### config.mk
export PLATFORM = sky130hd
export DESIGN_NAME = acc_cpu_core_flat
export DESIGN_NICKNAME = d
export VERILOG_FILES = /design/src/rtl/acc_cpu_core_if.sv /design/src/rtl/acc_cpu_core.sv /design/src/flat_wrapper.sv
export SDC_FILE = /design/constraint.sdc
export NUM_CORES = 1
export LEC_CHECK = 0
export ABC_CLOCK_PERIOD_IN_PS = 6400
export CAP_MARGIN = 10
export CORE_AREA = 2 2 75 148
export CTS_CLUSTER_SIZE = 25
export DETAILED_ROUTE_END_ITERATION = 16
export DIE_AREA = 0 0 77 150
export GPL_ROUTABILITY_DRIVEN = 0
export MAX_ROUTING_LAYER = met4
export PLACE_DENSITY = 0.81
export SLEW_MARGIN = 25
export SYNTH_ARGS = -nofsm -noshare
export SYNTH_HDL_FRONTEND = slang
export SYNTH_SLANG_ARGS = --single-unit
### constraint.sdc
create_clock -name clk -period 6.4 [get_ports clk]
set_clock_uncertainty 0.1 [all_clocks]
set_input_delay 0.96 -clock clk [delete_from_list [all_inputs] [get_ports clk]]
set_output_delay 0.96 -clock clk [all_outputs]
set_load 0.02 [all_outputs]
### src/rtl/acc_cpu_core_if.sv
// Memory bus of acc_cpu_core: one request at a time, completed by mem_ready.
interface acc_cpu_core_if #(
    parameter int WIDTH = 16
);
    logic             mem_req;
    logic             mem_we;
    logic [WIDTH-5:0] mem_addr;
    logic [WIDTH-1:0] mem_wdata;
    logic             mem_ready;
    logic [WIDTH-1:0] mem_rdata;

    modport master (
        output mem_req, mem_we, mem_addr, mem_wdata,
        input  mem_ready, mem_rdata
    );

    modport slave (
        input  mem_req, mem_we, mem_addr, mem_wdata,
        output mem_ready, mem_rdata
    );
endinterface

### src/rtl/acc_cpu_core.sv
// Accumulator CPU: 4-bit opcode plus (WIDTH-4)-bit operand, one instruction per
// IDLE->FETCH->EXEC[->MEM] pass, single level-sensitive interrupt with one return slot.
module acc_cpu_core #(
    parameter int WIDTH    = 16,
    parameter int FREE_RUN = 0,
    parameter int IRQ_VEC  = 1
) (
    input  logic                  clk,
    input  logic                  rst,
    input  logic                  step,
    input  logic                  irq,
    acc_cpu_core_if.master        bus,
    output logic [7:0]            data_out,
    output logic                  busy,
    output logic                  halt,
    output logic                  trap
);
    localparam int AW = WIDTH - 4;

    typedef enum logic [2:0] {
        S_IDLE, S_FETCH, S_EXEC, S_MEM, S_HALT, S_TRAP, S_FAULT
    } state_e;

    typedef enum logic [3:0] {
        OP_NOP, OP_HALT, OP_TRAP, OP_LDI, OP_LD, OP_ST, OP_ADDI, OP_SUBI,
        OP_ADD, OP_AND, OP_JMP, OP_JZ, OP_JN, OP_OUT, OP_EIDI, OP_IRET
    } op_e;

    state_e           state_q, state_d;
    logic [AW-1:0]    pc_q, pc_d;
    logic [AW-1:0]    epc_q, epc_d;
    logic [WIDTH-1:0] acc_q, acc_d;
    logic [WIDTH-1:0] inst_q, inst_d;
    logic             ie_q, ie_d;
    logic             in_isr_q, in_isr_d;
    logic             zero_q, zero_d;
    logic             neg_q, neg_d;
    logic             carry_q, carry_d;
    logic [7:0]       data_out_q, data_out_d;
    logic             step_seen_q, step_seen_d;

    op_e              opcode;
    logic [AW-1:0]    k_addr;
    logic [WIDTH-1:0] k_ext;
    logic [AW-1:0]    pc_inc;
    logic [WIDTH-1:0] alu_b;
    logic [WIDTH:0]   alu;
    logic [WIDTH-1:0] and_res;

    assign opcode  = op_e'(inst_q[WIDTH-1 -: 4]);
    assign k_addr  = inst_q[AW-1:0];
    assign k_ext   = {4'b0000, k_addr};
    assign pc_inc  = pc_q + AW'(1);

    // One adder serves ADDI/SUBI (immediate) and ADD (memory); SUBI's bit WIDTH is the borrow.
    assign alu_b   = (opcode == OP_ADD) ? bus.mem_rdata : k_ext;
    assign alu     = (opcode == OP_SUBI) ? ({1'b0, acc_q} - {1'b0, alu_b})
                                         : ({1'b0, acc_q} + {1'b0, alu_b});
    assign and_res = acc_q & bus.mem_rdata;

    // NOTE: every signal written here gets a default first, so no path leaves one unassigned and no latch is inferred.
    always_comb begin
        state_d       = state_q;
        pc_d          = pc_q;
        epc_d         = epc_q;
        acc_d         = acc_q;
        inst_d        = inst_q;
        ie_d          = ie_q;
        in_isr_d      = in_isr_q;
        zero_d        = zero_q;
        neg_d         = neg_q;
        carry_d       = carry_q;
        data_out_d    = data_out_q;
        step_seen_d   = step_seen_q;
        bus.mem_req   = 1'b0;
        bus.mem_we    = 1'b0;
        bus.mem_addr  = pc_q;
        bus.mem_wdata = acc_q;

        case (state_q)
            S_IDLE: begin
                if (irq && ie_q) begin
                    epc_d    = pc_q;
                    pc_d     = AW'(IRQ_VEC);
                    ie_d     = 1'b0;
                    in_isr_d = 1'b1;
                end else if (step || (FREE_RUN != 0)) begin
                    state_d = S_FETCH;
                end
            end
            S_FETCH: begin
                bus.mem_req = 1'b1;
                if (bus.mem_ready) begin
                    inst_d  = bus.mem_rdata;
                    state_d = S_EXEC;
                end
            end
            S_EXEC: begin
                state_d = S_IDLE;
                pc_d    = pc_inc;
                case (opcode)
                    OP_HALT: state_d = S_HALT;
                    OP_TRAP: begin
                        state_d     = S_TRAP;
                        step_seen_d = 1'b0;
                    end
                    OP_LDI:  acc_d = k_ext;
                    OP_LD, OP_ST, OP_ADD, OP_AND: begin
                        state_d = S_MEM;
                        pc_d    = pc_q;
                    end
                    OP_ADDI, OP_SUBI: begin
                        acc_d   = alu[WIDTH-1:0];
                        carry_d = alu[WIDTH];
                        zero_d  = (alu[WIDTH-1:0] == '0);
                        neg_d   = alu[WIDTH-1];
                    end
                    OP_JMP:  pc_d = k_addr;
                    OP_JZ:   if (zero_q) pc_d = k_addr;
                    OP_JN:   if (neg_q) pc_d = k_addr;
                    OP_OUT:  data_out_d = acc_q[7:0];
                    OP_EIDI: ie_d = k_addr[0];
                    OP_IRET: begin
                        // Returning with interrupts enabled and nothing taken is unrecoverable.
                        if (ie_q && !in_isr_q) begin
                            state_d = S_FAULT;
                            pc_d    = pc_q;
                        end else begin
                            pc_d     = epc_q;
                            ie_d     = 1'b1;
                            in_isr_d = 1'b0;
                        end
                    end
                    default: ;
                endcase
            end
            S_MEM: begin
                bus.mem_req  = 1'b1;
                bus.mem_we   = (opcode == OP_ST);
                bus.mem_addr = k_addr;
                if (bus.mem_ready) begin
                    state_d = S_IDLE;
                    pc_d    = pc_inc;
                    case (opcode)
                        OP_LD:  acc_d = bus.mem_rdata;
                        OP_ADD: begin
                            acc_d   = alu[WIDTH-1:0];
                            carry_d = alu[WIDTH];
                            zero_d  = (alu[WIDTH-1:0] == '0);
                            neg_d   = alu[WIDTH-1];
                        end
                        OP_AND: begin
                            acc_d   = and_res;
                            carry_d = 1'b0;
                            zero_d  = (and_res == '0);
                            neg_d   = and_res[WIDTH-1];
                        end
                        default: ;
                    endcase
                end
            end
            S_TRAP: begin
                // Leave only on the falling side of a step pulse seen while trapped.
                if (step) begin
                    step_seen_d = 1'b1;
                end else if (step_seen_q) begin
                    step_seen_d = 1'b0;
                    state_d     = S_IDLE;
                end
            end
            default: ;
        endcase
    end

    // NOTE: non-blocking assignments make every flop sample pre-edge values, independent of statement order.
    always_ff @(posedge clk) begin
        if (rst) begin
            state_q     <= S_IDLE;
            pc_q        <= '0;
            epc_q       <= '0;
            acc_q       <= '0;
            inst_q      <= '0;
            ie_q        <= 1'b0;
            in_isr_q    <= 1'b0;
            zero_q      <= 1'b0;
            neg_q       <= 1'b0;
            carry_q     <= 1'b0;
            data_out_q  <= '0;
            step_seen_q <= 1'b0;
        end else begin
            state_q     <= state_d;
            pc_q        <= pc_d;
            epc_q       <= epc_d;
            acc_q       <= acc_d;
            inst_q      <= inst_d;
            ie_q        <= ie_d;
            in_isr_q    <= in_isr_d;
            zero_q      <= zero_d;
            neg_q       <= neg_d;
            carry_q     <= carry_d;
            data_out_q  <= data_out_d;
            step_seen_q <= step_seen_d;
        end
    end

    assign data_out = data_out_q;
    assign busy     = (state_q == S_FETCH) || (state_q == S_EXEC) || (state_q == S_MEM);
    assign halt     = (state_q == S_HALT) || (state_q == S_FAULT);
    assign trap     = (state_q == S_TRAP) || (state_q == S_FAULT);
endmodule

### src/flat_wrapper.sv
// flat-port wrapper written by rule: the top's interface ports become plain ports
module acc_cpu_core_flat 
#(
    parameter int WIDTH    = 16,
    parameter int FREE_RUN = 0,
    parameter int IRQ_VEC  = 1
)
  (clk, rst, step, irq, data_out, busy, halt, trap, bus_mem_req, bus_mem_we, bus_mem_addr, bus_mem_wdata, bus_mem_ready, bus_mem_rdata);
  acc_cpu_core_if #(.WIDTH(WIDTH)) bus_i ();
  input  logic clk;
  input  logic rst;
  input  logic step;
  input  logic irq;
  output logic [7:0] data_out;
  output logic busy;
  output logic halt;
  output logic trap;
  output wire logic [$bits(bus_i.mem_req)-1:0] bus_mem_req;
  output wire logic [$bits(bus_i.mem_we)-1:0] bus_mem_we;
  output wire logic [$bits(bus_i.mem_addr)-1:0] bus_mem_addr;
  output wire logic [$bits(bus_i.mem_wdata)-1:0] bus_mem_wdata;
  input wire logic [$bits(bus_i.mem_ready)-1:0] bus_mem_ready;
  input wire logic [$bits(bus_i.mem_rdata)-1:0] bus_mem_rdata;
  assign bus_mem_req = bus_i.mem_req;
  assign bus_mem_we = bus_i.mem_we;
  assign bus_mem_addr = bus_i.mem_addr;
  assign bus_mem_wdata = bus_i.mem_wdata;
  assign bus_i.mem_ready = bus_mem_ready;
  assign bus_i.mem_rdata = bus_mem_rdata;
  acc_cpu_core #(.WIDTH(WIDTH), .FREE_RUN(FREE_RUN), .IRQ_VEC(IRQ_VEC)) u_core (.clk(clk), .rst(rst), .step(step), .irq(irq), .bus(bus_i), .data_out(data_out), .busy(busy), .halt(halt), .trap(trap));
endmodule
==> impl_metrics.py, run 1 <==
metrics = {
    "place": {
        "placed_area_mm2": 0.006196,
        "place_ws_ps": 1325,
        "portBuffers": 61,
        "placed_cells": 942,
        "dp_hpwl_um": 13720,
    },
    "cells_and_area": {
        "fin_cells": 958,
        "drive_above_1_share_pct": 5.603,
        "antenna_cells": 0,
        "n_fill_cell": 1000,
        "multiInputGateArea_mm2": 0.003839,
        "seqCellArea_mm2": 0.001441,
        "nets": 854,
        "utilization_pct": 61.85,
        "design_area_mm2": 0.006480,
        "area_delta_synth_final_pct": 16.75,
    },
    "clocking": {
        "cts_tree": "done",
        "path_clk_slew_ps": 60,
        "clock_latency_ps": 340,
        "postCtsHoldBufs": 0,
        "clock-root-buffer": "clkbuf_16",
        "cts_buffer_depth": 2,
        "post_cts_buffers": 0,
        "cts_resized": 0,
        "htree_num_levels": 3,
        "cts_buffers": 9,
        "cts.sinks": 72,
    },
    "setup_path": {
        "crit_path_end": "u_core.zero_q$_SDFFE_PP0P_",
        "reg2reg_slack_ps": 1220,
        "path_delay_family": "simple AND/OR/NAND/NOR gates",
        "crit_path_max_incr_delay_ps": 760,
        "crit_start": "u_core.inst_q[13]$_SDFFE_PP0P_",
        "setup.worst_path.start_class": "flop",
        "end_kind": "flop",
        "worstSetupPathType": "flop to flop",
        "worst-path-max-fanout": 19,
        "cp_data_required_time_ps": 6570,
        "r2r_start": "u_core.inst_q[13]$_SDFFE_PP0P_",
        "cp.depth": 15,
        "critPathArrivalTime_ps": 5360,
        "slowest_stage": "dfxtp_1",
        "r2r_end": "u_core.zero_q$_SDFFE_PP0P_",
        "ff2ff_path_depth": 15,
        "worst-path-buf-inv": 1,
        "worstPathCellList": "and3b_1 > nand2_1 > and3_1 > nor3_1 > or2_2 > inv_1 > ha_1 > nor2b_4 > o31ai_1 > a21oi_1 > nor2_1 > xor2_1 > nand4b_4 > or4_1 > o21ai_1",
    },
    "routing": {
        "drc": 0,
        "num_vias": 6354,
        "routed_via_density": 6.633,
        "drtPass1Iterations": 8,
        "detail-route-antenna-nets": 0,
        "drt_iter0_drc": 635,
        "post_drt_wl_per_cell_um": 20.41,
        "wl_um": 19550,
    },
    "grt": {
        "overflow": 0,
        "grt_max_degree": 74,
        "grt_use_total_pct": 34.54,
        "grt_pass1_wl_um": 30800,
        "antenna_found_initial": 0,
        "grt_pass1_vias": 6189,
    },
    "yosys": {
        "yosysTopAreaCellShare_pct": 25.97,
        "seq_area_frac_synth_pct": 25.97,
        "synth_cell_type_count": 72,
        "synth_nets": 828,
        "ys_seq_elements": 72,
        "synthTopCellsByArea": "dfxtp_1, nand2_1, a21oi_1",
        "yosysWarnings": 0,
        "syn-mean-instance-area_um2": 7.026,
        "synth_edf_count": 0,
        "synth_area_mm2": 0.005550,
        "synth_flop_cell": "dfxtp_1",
        "synth_cells": 790,
        "yosysTopAreaCell": "dfxtp_1",
        "synth_async_sr_flop_share_pct": 0,
    },
    "timing": {
        "period_minus_slack_ps": 5185,
        "postLayoutSetupSlackWorst_ps": 1215,
        "fin_hold_ws_ps": 397.1,
        "finalHoldViolations": 0,
        "worst_pin_slew_ps": 1036,
        "fmax_ghz": 0.1929,
        "relSlewSlack_pct": 30.95,
        "finalCritPeriodShare_pct": 81.01,
        "rsz0062_at_grt": "no",
        "finalSetupTns_ps": 0,
        "setup_viol": 0,
        "slew_violations": 0,
    },
    "die": {
        "start_util_pct": 52.97,
        "fp.dieH_um": 150,
        "dieArea_mm2": 0.01155,
        "ios": 62,
        "row_count": 53,
        "die_x_um": 77,
        "core_mm2": 0.01048,
    },
    "pwr": {
        "finalPower_mw": 1.594,
        "ir_drop_v": 0.0001554,
        "p_leak_nw": 2.209,
        "power_density_mw_per_mm2": 246.0,
    },
    "worst_hold_path": {
        "hold_class": "flop to flop",
    },
    "job": {
        "drv_cap": 0,
    },
    "status": {
        "outcome": "finished, final reports clean",
    },
}
==> how the worst min path moves through the flow <==
stage	slack, ps	start	end	cells after the start
3_5_place_dp	370	u_core.neg_q$_SDFFE_PP0P_	u_core.neg_q$_SDFFE_PP0P_	2
6_report	400	u_core.neg_q$_SDFFE_PP0P_	u_core.neg_q$_SDFFE_PP0P_	2
5_1_grt	400	u_core.neg_q$_SDFFE_PP0P_	u_core.neg_q$_SDFFE_PP0P_	2
3_3_place_gp	360	u_core.neg_q$_SDFFE_PP0P_	u_core.neg_q$_SDFFE_PP0P_	2
2_1_floorplan	350	u_core.neg_q$_SDFFE_PP0P_	u_core.neg_q$_SDFFE_PP0P_	2
4_1_cts	380	u_core.neg_q$_SDFFE_PP0P_	u_core.neg_q$_SDFFE_PP0P_	2
==> routing by layer <==
layer | vias up | share of wire (%) | global-route usage [%]
met3 | 131 | 8.3 | 5.006
met2 | 397 | 50 | 58.86
met5 | - | 0 | -
met1 | 2935 | 33 | 34.55
met4 | 0 | 8.7 | 28.75
li1 | 2891 | - | -
==> synth_stat cells, types with 5 or more instances <==
| master | instances |
|---|---|
| o211ai_1 | 6 |
| a311oi_1 | 7 |
| inv_1 | 17 |
| and3_1 | 12 |
| xnor2_1 | 14 |
| nor2_1 | 79 |
| a21o_1 | 6 |
| a222oi_1 | 5 |
| nor3_1 | 18 |
| nor4_1 | 9 |
| a22oi_1 | 19 |
| o21a_1 | 8 |
| xor2_1 | 16 |
| clkbuf_1 | 49 |
| dfxtp_1 | 72 |
| o21ai_1 | 10 |
| a21oi_1 | 69 |
| ha_1 | 16 |
| a221oi_1 | 8 |
| nor2b_1 | 7 |
| mux2i_1 | 29 |
| o21ai_0 | 40 |
| o31ai_1 | 6 |
| o32ai_1 | 5 |
| nand3_1 | 21 |
| or2_2 | 5 |
| a211oi_1 | 6 |
| nand2_1 | 159 |
| or3_1 | 5 |
==> worst min-delay path, delay by kind of cell (launching register included) <==
kind / cells / cell delay (ps)
flip-flops: 1 / 320
AO/OA/AOI/OAI: 1 / 60
AND/OR/NAND/NOR: 1 / 70
==> sequential cells by signal, indices dropped and copies added (netlist names), 3 cells and up <==
register / cells
u_core.pc_q: 12
u_core.state_q: 3
u_core.inst_q: 16
u_core.data_out: 8
u_core.bus.mem_wdata: 16
u_core.epc_q: 12
==> logic make-up (layout without fill, tap and decap cells) <==
family,after synthesis,count (layout),synth area share [%]
multiplexers,29,29,5.230
AO/OA/AOI/OAI,223,223,26.06
buffers and inverters,73,104,5.298
XOR/XNOR,30,30,4.734
AND/OR/NAND/NOR,346,346,28.74
adder cells (fa/ha/maj),17,17,3.968
flip-flops,72,72,25.97
==> layout make-up <==
cell class              instances  share of cell area (%)
clock inverters                 6                  0.6951
clock buffers                  10                   3.688
inverters                      17                  0.9847
flip-flops and latches         72                   22.24
multi-input cells             645                   59.24
well taps                     137                   2.645
repair buffers                 71                   10.50
==> placed cells by master (no fill, tap or decap), drive strengths merged, types with 7 or more instances in the layout <==
master / instances
a22oi: 19
o211ai: 7
nor3: 19
nand2: 159
mux2i: 29
nand3: 21
nor2: 79
a21oi: 69
nor4: 9
clkbuf: 10
a221oi: 8
a211oi: 7
clkdlybuf4s50: 60
o21a: 9
nor2b: 8
a311oi: 7
and3: 12
xnor2: 14
buf: 11
ha: 16
inv: 17
xor2: 16
dfxtp: 72
o21ai: 51
==> power by group <==
part	switching, mW	internal (mW)	total (mW)
clock network	0.209	0.274	0.483
registers	0.0370	0.461	0.498
logic	0.381	0.232	0.613
total	0.628	0.966	1.59
(Power assumes the default switching activity.)
==> run 2, diff against run 1 <==
--- a/config.mk
+++ b/config.mk
@@ -5,15 +5,15 @@
 export SDC_FILE = /design/constraint.sdc
 export NUM_CORES = 1
 export LEC_CHECK = 0
-export ABC_CLOCK_PERIOD_IN_PS = 6400
+export ABC_CLOCK_PERIOD_IN_PS = 4500
 export CAP_MARGIN = 10
-export CORE_AREA = 2 2 75 148
+export CORE_AREA = 2 2 77 152
 export CTS_CLUSTER_SIZE = 25
 export DETAILED_ROUTE_END_ITERATION = 16
-export DIE_AREA = 0 0 77 150
+export DIE_AREA = 0 0 79 154
 export GPL_ROUTABILITY_DRIVEN = 0
 export MAX_ROUTING_LAYER = met4
-export PLACE_DENSITY = 0.81
+export PLACE_DENSITY = 0.8
 export SLEW_MARGIN = 25
 export SYNTH_ARGS = -nofsm -noshare
 export SYNTH_HDL_FRONTEND = slang
==> constraint.sdc (replaced) <==
create_clock -name clk -period 4.5 [get_ports clk]
set_clock_uncertainty 0.1 [all_clocks]
set_input_delay 0.675 -clock clk [delete_from_list [all_inputs] [get_ports clk]]
set_output_delay 0.675 -clock clk [all_outputs]
set_load 0.02 [all_outputs]
==> impl_metrics.py, run 2 (same netlist as run 1, synthesis figures left out) <==
metrics = {
    "routing": {
        "drtPass1Iterations": 7,
        "detail-route-antenna-nets": 0,
        "drc": 0,
        "num_vias": 6620,
        "wl_um": 20800,
        "drt_iter0_drc": 673,
        "routed_via_density": 6.613,
        "post_drt_wl_per_cell_um": 20.78,
    },
    "setup_path": {
        "worst_path_most_repeated_cell": "o21ai_0",
        "ff2ff_path_depth": 15,
        "crit_path_max_incr_delay_ps": 600,
        "slowest_stage": "or4_1",
        "critPathArrivalTime_ps": 4520,
        "worstSetupPathType": "primary input to flop",
        "r2r_start": "u_core.inst_q[0]$_SDFFE_PP0P_",
        "end_kind": "flop",
        "path_delay_family": "compound AO/OA/AOI/OAI gates",
        "setup.worst_path.start_class": "primary input",
        "cp_data_required_time_ps": 4670,
        "worstPathCellList": "clkdlybuf4s50_1 > or4_1 > o21ai_0 > a21o_1 > xnor2_1 > ha_1 > buf_4 > o21a_1 > o21ai_0 > a21oi_1 > o41ai_1 > xor2_1 > o21ai_0 > or4_1 > o21ai_1",
        "worst-path-buf-inv": 2,
        "worst-path-max-fanout": 5,
        "r2r_end": "u_core.zero_q$_SDFFE_PP0P_",
        "reg2reg_slack_ps": 260,
    },
    "cells_and_area": {
        "nets": 894,
        "drive_above_1_share_pct": 10.10,
        "design_area_mm2": 0.006832,
        "n_fill_cell": 981,
        "layout_common_cells": "nand2_1, nor2_1, dfxtp_1, a21oi_1, clkdlybuf4s50_1",
        "fin_cells": 1001,
        "seqCellArea_mm2": 0.001441,
        "layout.cells.most_common": "nand2_1",
        "area_delta_synth_final_pct": 23.08,
        "multiInputGateArea_mm2": 0.003842,
        "antenna_cells": 0,
    },
    "die": {
        "dieArea_mm2": 0.01217,
        "ios": 62,
        "fp.dieH_um": 154,
        "core_mm2": 0.01095,
        "row_count": 54,
        "die_x_um": 79,
        "start_util_pct": 50.71,
    },
    "timing": {
        "setup_viol": 0,
        "fmax_ghz": 0.2299,
        "relSlewSlack_pct": 32.00,
        "finalCritPeriodShare_pct": 96.65,
        "period_minus_slack_ps": 4349,
        "worst_pin_slew_ps": 1018,
        "slew_violations": 0,
        "finalHoldViolations": 0,
    },
    "clocking": {
        "cts_buffers": 9,
        "cts.sinks": 72,
        "clock-root-buffer": "clkbuf_16",
        "htree_num_levels": 3,
        "cts_tree": "done",
        "cts_buffer_depth": 2,
        "postCtsHoldBufs": 0,
        "clock_latency_ps": 350,
        "path_clk_slew_ps": 70,
    },
    "pwr": {
        "finalPower_mw": 2.534,
        "ir_drop_v": 0.0002239,
        "power_density_mw_per_mm2": 370.9,
        "p_leak_nw": 2.438,
    },
    "worst_hold_path": {
        "min_to": "u_core.neg_q$_SDFFE_PP0P_",
        "hold_depth": 2,
        "hold_start": "u_core.neg_q$_SDFFE_PP0P_",
        "hold_class": "flop to flop",
    },
    "grt": {
        "grt_pass1_wl_um": 33580,
        "overflow": 0,
        "antenna_found_initial": 0,
        "grt_max_degree": 73,
        "grt_pass1_vias": 6514,
        "grt_use_total_pct": 36.06,
    },
    "job": {
        "drv_cap": 0,
    },
    "status": {
        "outcome": "finished, final reports clean",
    },
    "place": {
        "dp_hpwl_um": 14670,
        "placed_area_mm2": 0.006485,
        "placed_cells": 983,
        "portBuffers": 61,
    },
}
-- run 2: cell type report --
class	count	share of cell area, %
multi-input cells	645	56.25
well taps	140	2.564
inverters	17	0.9341
clock buffers	9	3.297
clock inverters	7	1.502
flip-flops and latches	72	21.10
repair buffers	111	14.36
-- run 2: timing repair --
action                     4_1_cts  5_1_grt
resized for setup                0        1
buffers inserted                 0        2
setup endpoints to repair        0        2
-- run 2: worst reg2reg max path, delay by kind of cell (launching register included) --
kind | cells | cell delay, ps
flops | 1 | 440
buf+inv | 1 | 210
compound gates | 7 | 1510
xor+xnor | 1 | 120
fa+ha+maj | 1 | 330
simple gates | 5 | 1460
-- run 2: routing by layer --
metal / global-route usage, % / part of all wire [%] / vias up
li1: - / - / 2964
met1: 38.86 / 33 / 3066
met2: 60.13 / 51 / 440
met3: 5.810 / 8.3 / 150
met4: 23.15 / 7.8 / 0
met5: - / 0 / -
-- run 2: worst max path at each step --
stage,start,to,slack (ps),cells past startpoint
2_1_floorplan,u_core.inst_q[13]$_SDFFE_PP0P_,u_core.zero_q$_SDFFE_PP0P_,510,15
3_3_place_gp,bus_mem_rdata[4],u_core.zero_q$_SDFFE_PP0P_,70,15
3_5_place_dp,bus_mem_rdata[4],u_core.zero_q$_SDFFE_PP0P_,-100,16
4_1_cts,bus_mem_rdata[4],u_core.zero_q$_SDFFE_PP0P_,240,16
5_1_grt,bus_mem_rdata[3],u_core.zero_q$_SDFFE_PP0P_,-80,15
6_report,bus_mem_rdata[3],u_core.zero_q$_SDFFE_PP0P_,150,15
-- run 2: report_power, final --
part	internal [mW]	switching [mW]	leakage [nW]
Clock	0.494	0.320	0.162
Combinational	0.434	0.589	1.69
Sequential	0.656	0.0418	0.582
-- run 2: per-stage QoR --
step	setup WS [ps]	hold slack [ps]	TNS [ps]	utilization [%]
after floorplan	509.9	345.1	0	-
after global placement	68.88	361.1	0	59.25
after detailed placement	-101.4	373.2	-101.4	59.25
after CTS	240.9	381.2	0	62.24
after global routing	-75.38	394.1	-75.38	62.41
final	150.7	396.2	0	62.41
==> run 3, diff against run 2 <==
--- a/config.mk
+++ b/config.mk
@@ -13,7 +13,7 @@
 export DIE_AREA = 0 0 79 154
 export GPL_ROUTABILITY_DRIVEN = 0
 export MAX_ROUTING_LAYER = met4
-export PLACE_DENSITY = 0.8
+export PLACE_DENSITY = 0.86
 export SLEW_MARGIN = 25
 export SYNTH_ARGS = -nofsm -noshare
 export SYNTH_HDL_FRONTEND = slang
==> impl_metrics.py, run 3 (same netlist as run 1, synthesis figures left out) <==
metrics = {
    "clocking": {
        "post_cts_buffers": 0,
        "cts_buffer_depth": 2,
        "clock_latency_ps": 340,
        "cts_buffers": 9,
        "htree_num_levels": 3,
        "clock-root-buffer": "clkbuf_16",
        "cts_tree": "done",
        "path_clk_slew_ps": 70,
        "cts.sinks": 72,
    },
    "routing": {
        "drtPass1Iterations": 6,
        "detail-route-antenna-nets": 0,
        "num_vias": 6540,
        "post_drt_wl_per_cell_um": 19.99,
        "drc": 0,
        "routed_via_density": 6.520,
        "drt_iter0_drc": 704,
        "wl_um": 20050,
    },
    "worst_hold_path": {
        "hold_start": "u_core.neg_q$_SDFFE_PP0P_",
        "min_to": "u_core.neg_q$_SDFFE_PP0P_",
        "hold_class": "flop to flop",
        "hold_depth": 2,
    },
    "timing": {
        "finalHoldViolations": 0,
        "finalSetupTns_ps": 0,
        "relSlewSlack_pct": 36.54,
        "worst_pin_slew_ps": 949.6,
        "slew_violations": 0,
        "fin_hold_ws_ps": 375.0,
        "setup_viol": 0,
        "fmax_ghz": 0.2302,
        "finalCritPeriodShare_pct": 96.55,
        "postLayoutSetupSlackWorst_ps": 155.4,
        "rsz0062_at_grt": "no",
        "period_minus_slack_ps": 4345,
    },
    "setup_path": {
        "cp_data_required_time_ps": 4680,
        "r2r_start": "u_core.inst_q[13]$_SDFFE_PP0P_",
        "worst-path-max-fanout": 6,
        "end_kind": "flop",
        "reg2reg_slack_ps": 220,
        "ff2ff_path_depth": 12,
        "crit_start": "bus_mem_rdata[1]",
        "r2r_end": "u_core.zero_q$_SDFFE_PP0P_",
        "setup.worst_path.start_class": "primary input",
        "worstSetupPathType": "primary input to flop",
        "critPathArrivalTime_ps": 4520,
    },
    "pwr": {
        "ir_drop_v": 0.0002414,
        "power_density_mw_per_mm2": 356.6,
        "power.switching_uw": 904.5,
        "sequentialPowerShare_pct": 28.2,
        "intPower_mw": 1.531,
        "p_leak_nw": 2.432,
        "sw_frac_of_total_pct": 37.14,
        "comb_power_share_pct": 41.2,
        "clkPwrFrac_pct": 30.6,
    },
    "job": {
        "drv_cap": 0,
    },
    "cells_and_area": {
        "utilization_pct": 62.39,
        "drive_above_1_share_pct": 10.31,
        "fin_cells": 1003,
        "antenna_cells": 0,
        "area_delta_synth_final_pct": 23.04,
        "layout.cells.most_common": "nand2_1",
        "layout_common_cells": "nand2_1, nor2_1, dfxtp_1, a21oi_1, clkdlybuf4s50_1",
        "nets": 896,
    },
    "die": {
        "ios": 62,
        "start_util_pct": 50.71,
        "dieArea_mm2": 0.01217,
        "die_x_um": 79,
        "core_mm2": 0.01095,
        "row_count": 54,
        "fp.dieH_um": 154,
    },
    "grt": {
        "grt_pass1_vias": 6368,
        "grt_pass1_wl_um": 32170,
        "grtUsageMet3_pct": 6.338,
        "top_usage_layer": "met2",
        "overflow": 0,
        "grtUsageMet2_pct": 57.67,
        "grt_use_total_pct": 34.63,
        "grt_max_degree": 73,
        "grt_use_met1_pct": 35.30,
        "antenna_found_initial": 0,
    },
    "place": {
        "placed_cells": 987,
        "place_ws_ps": -162.2,
        "dp_hpwl_um": 14030,
        "portBuffers": 61,
    },
    "status": {
        "outcome": "finished, final reports clean",
    },
}
## run 3: changes by cell type in the layout (fill, tap and decap cells not counted), sizes merged
cell | before | now
buf | 51 | 53
bufinv | 2 | 1
clkbuf | 9 | 10
clkinvlp | 0 | 2
inv | 20 | 18
## run 3: power groups by stage
| stage | clock, mW | combinational [mW] | sequential [mW] |
|---|---|---|---|
| 4_1_cts | 0.743 | 0.974 | 0.683 |
| 5_1_grt | 0.775 | 1.08 | 0.687 |
| 3_5_place_dp | 0 | 0.963 | 0.697 |
| 6_report | 0.746 | 1.00 | 0.686 |
| 2_1_floorplan | 0 | 0.647 | 0.686 |
| 3_3_place_gp | 0 | 0.945 | 0.697 |
## run 3: worst max path at each step
stage / depth (start not counted) / endpoint / slack, ps
final: 15 / u_core.zero_q$_SDFFE_PP0P_ / 160
after global routing: 15 / u_core.bus.mem_wdata[15]$_SDFFE_PP0P_ / 20
after CTS: 15 / u_core.zero_q$_SDFFE_PP0P_ / 140
after detailed placement: 15 / u_core.zero_q$_SDFFE_PP0P_ / -160
after global placement: 15 / u_core.zero_q$_SDFFE_PP0P_ / -80
after floorplan: 15 / u_core.zero_q$_SDFFE_PP0P_ / 510
## run 3: what timing repair did
item	CTS	global route
hold buffers	0	0
endpoints found under the hold margin	0	0
setup endpoints to repair	0	1
gates resized for setup	0	2
## run 3: final cells by class
type                            count  area, µm²
Timing Repair Buffer              113      996.0
Sequential cell                    72       1441
Multi-Input combinational cell    645       3846
Clock inverter                      6      67.56
Tap cell                          140      175.2
Clock buffer                       10      239.0
Fill cell                         972       4116
Inverter                           17      63.81
## run 3: stage by stage
stage          power, mW  instance area (µm²)
6_report           2.435                 6829
5_1_grt            2.546                 6829
4_1_cts            2.400                 6818
3_5_place_dp       1.660                 6511
3_3_place_gp       1.642                 6511
2_1_floorplan      1.333                 5550
## run 3: worst max-delay path: stages
cell	delay, ps
clkdlybuf4s50_1	550
nor4_2	290
buf_4	160
nand3_1	70
o21ai_0	120
o21ai_1	210
o31ai_2	330
xnor2_1	160
ha_1	290
a21oi_1	260
o211ai_1	140
or4_1	420
a211o_1	230
or4_1	480
o21ai_1	140
## run 3: layer usage
| metal | up-vias | share of wire, % |
|---|---|---|
| met2 | 445 | 49 |
| met5 | - | 0 |
| li1 | 2961 | - |
| met4 | 0 | 8.7 |
| met3 | 156 | 8.6 |
| met1 | 2978 | 33 |
